$ cat config.mk
export PLATFORM = sky130hd
export DESIGN_NAME = pdm_led_matrix
export DESIGN_NICKNAME = d
export VERILOG_FILES = /design/src/rtl/pdm_led_matrix.sv
export SDC_FILE = /design/constraint.sdc
export NUM_CORES = 1
export LEC_CHECK = 0
export ABC_AREA = 1
export CORE_AREA = 2 2 191 193
export CTS_CLUSTER_DIAMETER = 150
export DETAILED_ROUTE_END_ITERATION = 8
export DIE_AREA = 0 0 193 195
export DONT_BUFFER_PORTS = 1
export GPL_TIMING_DRIVEN = 0
export PLACE_DENSITY = 0.82
export SYNTH_ARGS = -nofsm -noshare
export SYNTH_HDL_FRONTEND = slang
export SYNTH_SLANG_ARGS = --single-unit
$ cat constraint.sdc
create_clock -name clk -period 38.4 [get_ports clk]
set_input_delay 7.68 -clock clk [delete_from_list [all_inputs] [get_ports clk]]
set_output_delay 7.68 -clock clk [all_outputs]
set_load 0.1 [all_outputs]
$ cat src/rtl/pdm_led_matrix.sv
// Purpose : ROWSxCOLS multiplexed LED matrix scanner with a first-order PDM modulator per LED.
// Latency : a write reaches the pins after the next frame commit, plus the row's slot offset, plus BLANK+1 cycles.
// Backpr. : none. wr_en is always accepted, one write per cycle, and out-of-range addresses are dropped.
//
// Ports:
//   clk          system clock
//   rst          synchronous, active-high reset; clears all state, including the brightness tables
//   wr_en        write strobe
//   wr_addr      LED index = row*COLS + col
//   wr_data      brightness level, 0 = off
//   aled         one-hot active anode row (registered)
//   kled_tri     cathode output enables; bit c = 1 lights LED (row, c)
//   frame_start  one-cycle pulse in the first cycle of row 0 of each new frame
//
// Optional feature: define LED_GAMMA_EN to store (wr_data*wr_data)>>BITS instead of wr_data.
module pdm_led_matrix #(
    parameter  int ROWS  = 4,
    parameter  int COLS  = 4,
    parameter  int BITS  = 10,
    parameter  int DWELL = 1024,
    parameter  int BLANK = 8,
    localparam int AW    = $clog2(ROWS*COLS)
) (
    input  logic            clk,
    input  logic            rst,
    input  logic            wr_en,
    input  logic [AW-1:0]   wr_addr,
    input  logic [BITS-1:0] wr_data,
    output logic [ROWS-1:0] aled,
    output logic [COLS-1:0] kled_tri,
    output logic            frame_start
);

    localparam int N  = ROWS * COLS;
    localparam int RW = (ROWS > 1) ? $clog2(ROWS) : 1;
    localparam int CW = (DWELL > 1) ? $clog2(DWELL) : 1;

    logic [CW-1:0]   r_cnt;
    logic [RW-1:0]   r_row;
    logic [ROWS-1:0] r_aled;
    logic [COLS-1:0] r_kled;
    logic            r_fs;

    // shadow takes writes, active feeds the modulators, acc carries the PDM residue
    logic [BITS-1:0] r_shadow [N];
    logic [BITS-1:0] r_active [N];
    logic [BITS-1:0] r_acc    [N];

    logic            w_slot_end;
    logic            w_commit;
    logic            w_pdm_step;
    logic            w_in_range;
    logic [RW-1:0]   w_row_nxt;
    logic [BITS-1:0] w_wdata;
    logic [BITS-1:0] w_acc_sel [COLS];
    logic [BITS-1:0] w_lvl_sel [COLS];
    logic [BITS:0]   w_sum     [COLS];
    logic [COLS-1:0] w_carry;

    assign w_slot_end = (r_cnt == CW'(DWELL-1));
    assign w_commit   = w_slot_end && (r_row == RW'(ROWS-1));
    // Modulators step from the last blank cycle so the first lit output lands exactly at cnt == BLANK.
    assign w_pdm_step = (r_cnt >= CW'(BLANK-1)) && (r_cnt <= CW'(DWELL-2));
    assign w_in_range = (32'(wr_addr) < 32'(N));

    always_comb begin
        w_row_nxt = r_row;
        if (w_slot_end) begin
            w_row_nxt = (r_row == RW'(ROWS-1)) ? '0 : r_row + 1'b1;
        end
    end

`ifdef LED_GAMMA_EN
    // Square-law curve; the top half of the product keeps the full-scale range.
    logic [2*BITS-1:0] w_sq;
    assign w_sq    = {{BITS{1'b0}}, wr_data} * {{BITS{1'b0}}, wr_data};
    assign w_wdata = w_sq[2*BITS-1:BITS];
`else
    assign w_wdata = wr_data;
`endif

    // One adder per column: select the active row's accumulator and level, then add.
    always_comb begin
        for (int c = 0; c < COLS; c++) begin
            w_acc_sel[c] = '0;
            w_lvl_sel[c] = '0;
            for (int rr = 0; rr < ROWS; rr++) begin
                if (r_row == RW'(rr)) begin
                    w_acc_sel[c] = r_acc[rr*COLS + c];
                    w_lvl_sel[c] = r_active[rr*COLS + c];
                end
            end
            w_sum[c]   = {1'b0, w_acc_sel[c]} + {1'b0, w_lvl_sel[c]};
            w_carry[c] = w_sum[c][BITS];
        end
    end

    always_ff @(posedge clk) begin
        if (rst) begin
            r_cnt  <= '0;
            r_row  <= '0;
            r_aled <= ROWS'(1);
            r_kled <= '0;
            r_fs   <= 1'b0;
            for (int i = 0; i < N; i++) begin
                r_shadow[i] <= '0;
                r_active[i] <= '0;
                r_acc[i]    <= '0;
            end
        end else begin
            r_cnt  <= w_slot_end ? '0 : r_cnt + 1'b1;
            r_row  <= w_row_nxt;
            r_aled <= ROWS'(1) << w_row_nxt;
            r_fs   <= w_commit;
            r_kled <= w_pdm_step ? w_carry : '0;
            for (int i = 0; i < N; i++) begin
                // active samples shadow before this edge's write lands, so a write on
                // the commit edge waits for the following frame.
                if (w_commit) begin
                    r_active[i] <= r_shadow[i];
                end
                if (wr_en && w_in_range && (wr_addr == AW'(i))) begin
                    r_shadow[i] <= w_wdata;
                end
                // Only the scanned row steps; other rows keep their residue.
                if (w_pdm_step && (r_row == RW'(i / COLS))) begin
                    r_acc[i] <= w_sum[i % COLS][BITS-1:0];
                end
            end
        end
    end

    assign aled        = r_aled;
    assign kled_tri    = r_kled;
    assign frame_start = r_fs;

endmodule

==> impl_metrics.csv <==
group,metric,value,unit
worst_hold_path,min_path_type,"flip-flop to flip-flop",
floorplan,dieHeight,195,um
routing,wl_met1,22050,um
routing,routed_wl,61420,um
logic_synthesis,synth_most_common_cell,"edfxtp_1",
clocking,cts_sinks,501,
logic_synthesis,netlist_top_cells_count,"480 x edfxtp_1, 449 x nand2_1, 384 x nor2_1, 292 x inv_1, 90 x nor2_4",
clocking,numCtsBuffers,50,
logic_synthesis,yosysTopAreaCellShare,61.99,%
routing,top_layer,"met4",
logic_synthesis,synth_async_sr_flop_share,0,%
power,power_density,46.87,mW/mm2
power,seqPwrFrac,53.4,%
setup_path,critPathKind,"primary input to flip-flop",
power,ir_worst_vdd,0.00004211,V
setup_path,reg2reg_slack,33350,ps
timing,layout_min_cycle_time,10110,ps
timing,setup_viol,0,
power,clock_power_share,39.4,%
status,status,"finished, final reports clean",
run,cap_violations,0,
grt,grt_pass1_wl,91810,um
power,p_leak,10.64,nW
worst_hold_path,hold_end,"r_cnt[0]",
setup_path,slowest_delay,860,ps
floorplan,start_util,65.69,%
clocking,ctsHoldBuffers,0,
logic_synthesis,synth.distinct_cells,32,
worst_hold_path,hold_start,"r_cnt[0]",
cells_and_area,nets,2321,
clocking,clk_latency,610,ps
routing,met2WireLength,28660,um
setup_path,crit_required,38730,ps
floorplan,die_w,193,um
routing,drt_iter0_drc,2028,
power,p_int,0.0009200,W
placed_design,dp_slack,27850,ps
logic_synthesis,syn_area_per_cell,10.62,um2
setup_path,cp-start-kind,"primary input",
placed_design,place_inst,2663,
setup_path,timing.rr.end,"r_acc[11][8]",
timing,rsz0062_at_grt,"no",
routing,vias,16190,
setup_path,crit_family,"buffers and inverters",
clocking,clock_path_buffers,3,
logic_synthesis,yosysSeqAreaShare,63.79,%
logic_synthesis,yosysWarnings,0,
timing,min_period_over_period,26.32,%
floorplan,fp-row-count,69,
setup_path,critPathArrivalTime,10440,ps
placed_design,dp_hpwl,42120,um
logic_synthesis,synth_area_leader_cell,"edfxtp_1",
cells_and_area,utilization,72.57,%
logic_synthesis,yosys-top-cells-area,"edfxtp_1 62%, nand2_1 7.2%, nor2_1 6.2%, inv_1 4.7%, nor2_4 4.4%",
clocking,cts_tree,"yes",
worst_hold_path,hold_path_depth,1,
cells_and_area,drive_gt1_share,9.150,%
floorplan,die_area,0.03764,mm2
routing,dr_wl_met3,6767,um
logic_synthesis,netlist_instances,2189,
setup_path,timing.rr.start,"r_row[0]",
setup_path,worst_r2r_path_depth,18,
placed_design,gp_congestion,0.9388,
setup_path,worstPathMaxFanout,24,
power,p_switching,0.0002840,W
clocking,clk_pin_slew_worst_paths,60,ps
timing,slew_viol_final,0,
routing,drt-pass1-iter-count,8,
clocking,postCtsSetupBuffers,0,
cells_and_area,n_antenna_cell,0,
grt,grt_start_max_net_pins,34,
logic_synthesis,ys_ff_latch,501,
timing,fin_setup_tns,0,ps
routing,wire_per_inst,22.28,um
clocking,cts_max_level,2,
cells_and_area,area_growth,10.46,%
timing,skew,25.70,ps
grt,grt_use_total,33.53,%
placed_design,portBuffers,0,
logic_synthesis,synth_edf_count,480,
floorplan,core,0.03540,mm2
routing,drc_errors,0,
power,switching_share,23.59,%
timing,setup_slack,28290,ps
setup_path,cp_slowest_cell,"buf_1",
setup_path,crit_chain,"clkbuf_1 -> inv_1 -> buf_2 -> buf_1 -> nand2_2 -> buf_12",
setup_path,end_kind,"flip-flop",
setup_path,crit_buf_inv,5,
logic_synthesis,syn-num-nets,2256,
timing,worst_pin_slew,1371,ps
floorplan,ioPinCount,26,
clocking,cts_resized,0,
timing,hold_ws,494.0,ps
timing,finalHoldViolCount,0,
cells_and_area,post_layout_nonfiller_instances,2756,
routing,vias_per_cell,5.873,
logic_synthesis,syn_area,0.02325,mm2
clocking,root_buffer,"clkbuf_16",
grt,grt_antenna_before_repair,0,
logic_synthesis,synth_flop_cell,"edfxtp_1",
timing,maxSlewHeadroom,7.651,%
routing,drtAntennaViolNets,0,
grt,grt_pass1_vias,15820,
power,combPwrFrac,7.2,%
grt,grt.overflow.total,0,
timing,timing.fmax,98.93,MHz
## state kept, by name (all words and copies together) (netlist names)
register	flops
frame_start	1
r_cnt	10
aled	4
r_shadow	160
r_acc	160
r_row	2
r_active	160
kled_tri	4
## layout by cell type (no fill, tap or decap), types with 3 or more instances in the layout
cell type  synthesis  layout
nand3b_1           5       5
nor2_4            90      90
nand4_1           14      14
buf_2             12      13
nor3_1             9       9
buf_16             0       3
nand2_1          449     445
buf_12             9      16
o21bai_1           8       8
clkbuf_16          0      51
nand2_2            1       5
clkbuf_8           0       3
buf_1              5       5
xnor2_1            5       5
a21oi_1           53      53
o21ai_1            0       6
inv_1            292     292
a22oi_1           49      49
nor2_1           384     384
clkinv_2           0      11
or2_2              4       4
clkbuf_1          65      77
ha_1              46      46
o211ai_1          45      45
edfxtp_1         480     480
fa_1               4       4
dfxtp_1           21      21
o21ai_0           80      73
xor2_1             8       8
clkinv_1           0      10
nand3_1           41      41
## per-layer routing
| layer | GRT usage (%) | up-vias |
|---|---|---|
| met4 | 20.12 | 0 |
| met1 | 43.88 | 7573 |
| met2 | 52.54 | 1037 |
| li1 | - | 7346 |
| met3 | 6.129 | 230 |
| met5 | 0 | - |
## through the flow
stage	cell area, um2	total power, W
finish	25690	0.001204
detailed placement	24090	0.0007373
global route	25690	0.001235
floorplan	23250	0.0007104
global placement	23830	0.0007339
CTS	25690	0.001200
## cells by family after synthesis
group / after synthesis / synth area share (%)
adders and majority gates: 50 / 2.819
DFF: 501 / 63.79
xor gates and xnor gates: 13 / 0.4896
AOI/OAI and AO/OA: 235 / 6.155
buffers and inverters: 386 / 6.957
and+or+nand+nor: 1004 / 19.78
## worst max path at each step
stage | startpoint | cells after the start | end | slack (ps)
2_1_floorplan | rst | 5 | r_active[0][0] | 23070
3_3_place_gp | rst | 5 | r_active[7][7] | 20210
3_5_place_dp | rst | 6 | r_acc[7][0] | 27850
4_1_cts | rst | 6 | r_acc[7][6] | 28490
5_1_grt | rst | 6 | r_acc[7][6] | 28280
6_report | rst | 6 | r_acc[7][6] | 28290
## layout make-up
cell class                      count  area, um2
Sequential cell                   501      14830
Clock buffer                       66       1363
Multi-Input combinational cell   1302       6823
Fill cell                        2322       9711
Buffer                             92      514.2
Clock inverter                     27      229.0
Inverter                          294       1104
Tap cell                          461      576.8
Timing Repair Buffer               13      242.7
## power groups by stage
stage	logic, W	clock network (W)	registers, W
2_1_floorplan	0.0000565	0	0.000654
3_3_place_gp	0.0000771	0	0.000657
3_5_place_dp	0.0000839	0	0.000653
4_1_cts	0.0000851	0.000472	0.000642
5_1_grt	0.0000951	0.000495	0.000645
6_report	0.0000869	0.000475	0.000642
Power figures use the tool's default switching activity.
